==> config.mk <==
export PLATFORM = sky130hd
export DESIGN_NAME = key_event_decoder
export DESIGN_NICKNAME = d
export VERILOG_FILES = /design/src/rtl/key_event_decoder.sv
export SDC_FILE = /design/constraint.sdc
export NUM_CORES = 1
export LEC_CHECK = 0
export ABC_AREA = 1
export ABC_CLOCK_PERIOD_IN_PS = 1600
export CELL_PAD_IN_SITES_DETAIL_PLACEMENT = 0
export CELL_PAD_IN_SITES_GLOBAL_PLACEMENT = 2
export CORE_ASPECT_RATIO = 0.9
export CORE_MARGIN = 1.5
export CORE_UTILIZATION = 33
export CTS_BUF_LIST = sky130_fd_sc_hd__clkbuf_8
export CTS_CLUSTER_DIAMETER = 40
export DETAILED_ROUTE_END_ITERATION = 16
export PLACE_DENSITY_LB_ADDON = 0.1
export SLEW_MARGIN = 30
export SYNTH_ARGS = -nofsm -noshare
export SYNTH_HDL_FRONTEND = slang
export SYNTH_SLANG_ARGS = --single-unit
==> constraint.sdc <==
create_clock -name clk_i -period 1.6 [get_ports clk_i]
set_clock_uncertainty 0.15 [all_clocks]
set_input_delay 0.32 -clock clk_i [delete_from_list [all_inputs] [get_ports clk_i]]
set_output_delay 0.32 -clock clk_i [all_outputs]
set_load 0.1 [all_outputs]
==> src/rtl/key_event_decoder.sv <==
// rtl/key_event_decoder.sv - debounced key level to press/release/long-press/repeat strobes
// Optional auto-repeat is enabled by defining KEY_EVENT_DECODER_REPEAT_EN.
module key_event_decoder #(
  parameter int KEY_ACTIVE_HIGH = 1,
  parameter int LONG_PRESS_CYC  = 1000,
  parameter int REPEAT_CYC      = 200
) (
  input  logic clk_i,
  input  logic s_rst_i,
  input  logic key_state_i,
  output logic press_stb_o,
  output logic release_stb_o,
  output logic long_press_stb_o,
  output logic repeat_stb_o,
  output logic key_held_o
);

  localparam int MAX_CYC = (LONG_PRESS_CYC > REPEAT_CYC) ? LONG_PRESS_CYC : REPEAT_CYC;
  localparam int CNT_W   = $clog2(MAX_CYC) + 1;

  localparam logic [CNT_W-1:0] LONG_LAST = CNT_W'(LONG_PRESS_CYC - 1);
  localparam logic             ACT_LVL   = (KEY_ACTIVE_HIGH != 0);

  localparam logic [1:0] ST_IDLE = 2'd0;
  localparam logic [1:0] ST_HELD = 2'd1;
  localparam logic [1:0] ST_LONG = 2'd2;

  if (LONG_PRESS_CYC < 2) begin : g_bad_long
    $error("key_event_decoder: LONG_PRESS_CYC must be >= 2");
  end
  if (REPEAT_CYC < 1) begin : g_bad_repeat
    $error("key_event_decoder: REPEAT_CYC must be >= 1");
  end

  logic             key_act;
  logic             key_act_q;
  logic [1:0]       state_q, state_d;
  logic [CNT_W-1:0] cnt_q, cnt_d;
  logic             press_d, release_d, long_d;

  assign key_act = key_state_i ^ ~ACT_LVL;

`ifdef KEY_EVENT_DECODER_REPEAT_EN
  localparam logic [CNT_W-1:0] REP_LAST = CNT_W'(REPEAT_CYC - 1);
  logic repeat_d;
`endif

  always_comb begin
    state_d   = state_q;
    cnt_d     = cnt_q;
    press_d   = 1'b0;
    release_d = 1'b0;
    long_d    = 1'b0;
`ifdef KEY_EVENT_DECODER_REPEAT_EN
    repeat_d  = 1'b0;
`endif
    case (state_q)
      ST_IDLE: begin
        cnt_d = '0;
        if (key_act && !key_act_q) begin
          press_d = 1'b1;
          state_d = ST_HELD;
        end
      end
      ST_HELD: begin
        // Release is checked first so it wins over a coincident threshold hit.
        if (!key_act) begin
          release_d = 1'b1;
          state_d   = ST_IDLE;
          cnt_d     = '0;
        end else if (cnt_q == LONG_LAST) begin
          long_d  = 1'b1;
          state_d = ST_LONG;
          cnt_d   = '0;
        end else begin
          cnt_d = cnt_q + 1'b1;
        end
      end
      ST_LONG: begin
        if (!key_act) begin
          release_d = 1'b1;
          state_d   = ST_IDLE;
          cnt_d     = '0;
        end else begin
`ifdef KEY_EVENT_DECODER_REPEAT_EN
          if (cnt_q == REP_LAST) begin
            repeat_d = 1'b1;
            cnt_d    = '0;
          end else begin
            cnt_d = cnt_q + 1'b1;
          end
`else
          cnt_d = '0;
`endif
        end
      end
      default: begin
        state_d = ST_IDLE;
        cnt_d   = '0;
      end
    endcase
  end

  always_ff @(posedge clk_i) begin
    if (s_rst_i) begin
      state_q          <= ST_IDLE;
      cnt_q            <= '0;
      key_act_q        <= 1'b0;
      press_stb_o      <= 1'b0;
      release_stb_o    <= 1'b0;
      long_press_stb_o <= 1'b0;
      key_held_o       <= 1'b0;
    end else begin
      state_q          <= state_d;
      cnt_q            <= cnt_d;
      key_act_q        <= key_act;
      press_stb_o      <= press_d;
      release_stb_o    <= release_d;
      long_press_stb_o <= long_d;
      key_held_o       <= (state_d != ST_IDLE);
    end
  end

`ifdef KEY_EVENT_DECODER_REPEAT_EN
  always_ff @(posedge clk_i) begin
    if (s_rst_i) begin
      repeat_stb_o <= 1'b0;
    end else begin
      repeat_stb_o <= repeat_d;
    end
  end
`else
  assign repeat_stb_o = 1'b0;
`endif

endmodule

# Yosys cells after proc, flatten, opt, wreduce, memory -nomap -nowiden
# Cells that the tools add are included.
[word_totals] regBits=18 wordCells=32 inputBits=3 out_inout_bits=5
[classes] eq_ne=3 n_mux=8 reduce_logical=9 add_sub_neg=1 bitwise=4
[op_table] op="adder 11 x 1 -> 11 bit, second input constant" count=1
[op_table] op="equality test 11 x 10 -> 1 bit, second input constant" count=1
[op_table] op="two-way mux 2 bit" count=4
[op_table] op="one-hot mux 2 bit (3 select lines)" count=1
[op_table] op="OR reduction 2 bit" count=3
[op_table] op="inverter 1 bit" count=4
[op_table] op="OR reduction 4 bit" count=1
[op_table] op="two-way mux 1 bit" count=3
[op_table] op="OR reduction 3 bit" count=1
[op_table] op="equality test 2 x 1 -> 1 bit, second input constant" count=1
[op_table] op="equality test 2 bit, second input constant" count=1
[op_table] op="zero test 2 bit" count=1
[op_table] op="nonzero test 2 bit" count=1
[op_table] op="logical AND 1 bit" count=1
[op_table] op="zero test 1 bit" count=1

# Depth between registers and ports, before layout
[depth] word_depth=5 depth_mapped=10 mapped_depth_nobuf=10

# Worst setup path before layout
# No wires, ideal clock.
[synth_path] kind="register to output" from="register key_held_o" to="output port key_held_o" t_required_ns=1.130 arrival_ns=0.909 path_buffers=0 stages_incl_launch_ff=1 setup_slack_ns=0.221 cell_sequence="dfxtp_1"
[synth_lines] element="start, declared" line="15" source="output logic key_held_o"
[synth_lines] element="start signal, assigned" line="120" source="key_held_o <= (state_d != ST_IDLE);"
# No word-level cell between the ends.

# Final worst setup path
[layout_path] from="input port key_state_i" to="register cnt_q[9]"
[layout_between] elab_chain_cells=2
[layout_rtl] element="start, declared" line="10" source="input logic key_state_i,"
[layout_rtl] element="inverter 1 bit (no source line)"
[layout_rtl] element="OR reduction 4 bit (no source line)"
[layout_rtl] element="end signal, assigned" line="115" source="cnt_q <= cnt_d;"
[layout_rtl] element="end, declared" line="38" source="logic [CNT_W-1:0] cnt_q, cnt_d;"
# No other way between the ends.
# A chain may end at the register's enable or synchronous reset.

==> impl_metrics.yaml <==
clock_tree:
  clock_tree.buffer_depth: 2
  cts_buffers: 3
  clock-sinks: 18
  insertion_delay_ns: 0.25
  root_buffer: "clkbuf_8"
  clk_pin_slew_worst_paths_ns: 0.06
  post_cts_buffers: 0
  cts_tree: "yes"
  cts.htree.levels: 1
flow_run:
  maxCapViolations: 0
timing:
  fin_crit_ns: 1.48
  finalMaxSlewViolations: 0
  tns_ns: 0
  setup_violations: 0
  hold_ws_ns: 0.283
  finalCritPeriodShare: 0.924
  fmax_ghz: 0.676
  hold_violations: 0
  rsz0062_at_grt: "no"
cells_and_area:
  final_util: 0.418
  diodes: 0
  finalInstanceArea_mm2: 0.00102
  drive_gt1_frac: 0.165
  area_growth_pct: 20.8
  final_nets: 131
  layout.cells.non_filler: 149
grt:
  antenna_found_initial: 0
  grt_pass1_wl_um: 2620
  grt_usage: 0.121
  grt_pass1_vias: 595
  grt_max_degree: 12
  grt-ovfl-total: 0
placed_design:
  dpl_cell_area_um2: 978
  placed_cells: 146
  port_buffers: 6
  dp_hpwl_um: 1160
  place.gp.congestion: 0.739
critical_path:
  cp.depth: 5
  path_buf_inv: 2
  crit_type: "in2reg"
  worstPathRequired_ns: 1.63
  cpMaxStageDelayCell: "clkdlybuf4s50_1"
  cp_top_family: "simple AND/OR/NAND/NOR gates"
  start_kind: "input pin"
  critPathArrivalTime_ns: 1.50
  path_cells: "clkdlybuf4s50_1 > inv_1 > nor2_1 > nand3_2 > nor3_1"
  slowest_delay_ns: 0.48
  worstRegToRegCells: 6
  cp-end-kind: "flop"
  path_max_fanout: 11
synthesis:
  syn-num-nets: 120
  synth_seq_area_share: 0.425
  postSynthCellCount: 112
  ys_seq_elements: 18
  synth_area_um2: 847
  async_flop_share: 0
  synth_edf_count: 0
  avgSynthCellArea_um2: 7.56
  yosys_warnings: 0
  synthFlopType: "dfxtp_1"
  synthDistinctLibCells: 22
power:
  swShare: 0.247
  p_sw_uw: 218
  seq_power_share: 0.529
  clkPwrFrac: 0.344
  pwr-share-comb: 0.126
  power_density_mw_per_mm2: 860
  leakagePower_uw: 0.000444
  p_int_uw: 662
  ir_worst_vdd_mv: 0.547
floorplan:
  num_rows: 17
  die_area_mm2: 0.00288
  initial_core_util: 0.346
  io_pins: 8
  design.core.area_mm2: 0.00245
  die_w_um: 56.4
  die_y_um: 51.1
drt:
  drt_wl_total_um: 1490
  wl_per_cell_um: 10.0
  remaining_drc_errors: 0
  dr.max_layer_used: "met4"
  vias: 667
  via_per_inst: 4.48
  drt_iter0_drc: 19
  postRouteAntennaNets: 0
  wl_met1_um: 851
  drtPass1Iterations: 4
  dr_wl_met2_um: 571
  wl_met3_um: 58
worst_hold_path:
  whs_path_depth: 1
  min_path_type: "reg2reg"
run_status:
  status: "finished clean"
-- cell type report --
type	count	area [um2]
Multi-Input combinational cell	72	395
Timing Repair Buffer	8	115
Clock buffer	3	41.3
Sequential cell	18	362
Inverter	20	75.1
Fill cell	261	1420
Tap cell	28	35.0
-- flip-flops by register name, summed over array words and instances (netlist names) --
| name | count |
|---|---|
| release_stb_o | 1 |
| long_press_stb_o | 1 |
| key_held_o | 1 |
| press_stb_o | 1 |
| state_q | 2 |
| cnt_q | 11 |
| key_act_q | 1 |
-- worst paths after layout --
| path | slack, ns | start | to |
|---|---|---|---|
| min reg2reg | 0.28 | cnt_q[0] | cnt_q[0] |
| max reg2reg | 0.16 | cnt_q[0] | cnt_q[9] |
| min | 0.28 | cnt_q[0] | cnt_q[0] |
| max | 0.12 | key_state_i | cnt_q[9] |
-- kinds of logic after synthesis --
kind of cell | Yosys count | synth area share
AO/OA/AOI/OAI | 10 | 0.0591
XOR/XNOR | 1 | 0.0103
adder cells (fa/ha/maj) | 5 | 0.0739
buffers and inverters | 22 | 0.111
flip-flops | 18 | 0.425
other | 1 | 0.00443
AND/OR/NAND/NOR | 55 | 0.316
-- routing by layer --
| layer | track usage | vias to the layer above |
|---|---|---|
| li1 | - | 370 |
| met1 | 0.172 | 286 |
| met2 | 0.163 | 9 |
| met3 | 0.0532 | 2 |
| met4 | 0.0357 | 0 |
| met5 | 0 | - |
-- worst register-to-register path, cell delays in order, from the launching register on --
cell	delay [ns]
dfxtp_2	0.33
ha_1	0.20
nand2_1	0.08
nor2_1	0.06
nand3_2	0.08
nand3_2	0.23
nor3_1	0.23
-- cells in the final DEF, fill, tap and decap left out, types with 2 or more instances in the layout --
cell	count
inv_1	17
nand3_1	6
clkdlybuf4s50_1	2
inv_2	2
clkbuf_8	3
nand2_1	19
nand4_1	3
o21ai_0	3
nor2_2	2
a21oi_1	7
buf_4	2
dfxtp_1	17
nand3_2	2
buf_12	4
nor2_1	12
nand2_2	3
ha_1	5
nor3_1	5
-- cells in the mapped netlist, drive strengths merged (2+ instances only) --
| library cell | count | area share |
|---|---|---|
| ha | 5 | 0.074 |
| nand4 | 3 | 0.022 |
| dfxtp | 18 | 0.43 |
| inv | 19 | 0.084 |
| nor2 | 14 | 0.065 |
| nor3 | 6 | 0.049 |
| nand2 | 22 | 0.11 |
| a21oi | 7 | 0.041 |
| buf | 2 | 0.022 |
| nand3 | 8 | 0.059 |
| o21ai | 3 | 0.018 |
-- power by group through the flow --
| stage | clock network, uW | registers (uW) | logic [uW] |
|---|---|---|---|
| after floorplan | 0 | 506 | 43.7 |
| after global placement | 0 | 476 | 112 |
| after detailed placement | 0 | 476 | 111 |
| after CTS | 322 | 466 | 112 |
| after global routing | 342 | 466 | 120 |
| final | 303 | 466 | 111 |
-- metrics by stage --
step | total power, uW | setup slack (ns)
3_5_place_dp | 587 | -0.140
5_1_grt | 929 | 0.000119
2_1_floorplan | 550 | 0.221
4_1_cts | 900 | 0.117
6_report | 880 | 0.121
3_3_place_gp | 588 | -0.112
-- repair_timing --
| action | 4_1_cts | 5_1_grt |
|---|---|---|
| gates resized for setup | 0 | 2 |
| hold buffers | 0 | 0 |
| setup endpoints to repair | 0 | 2 |
Note: power is estimated with default switching activity, not from simulation.
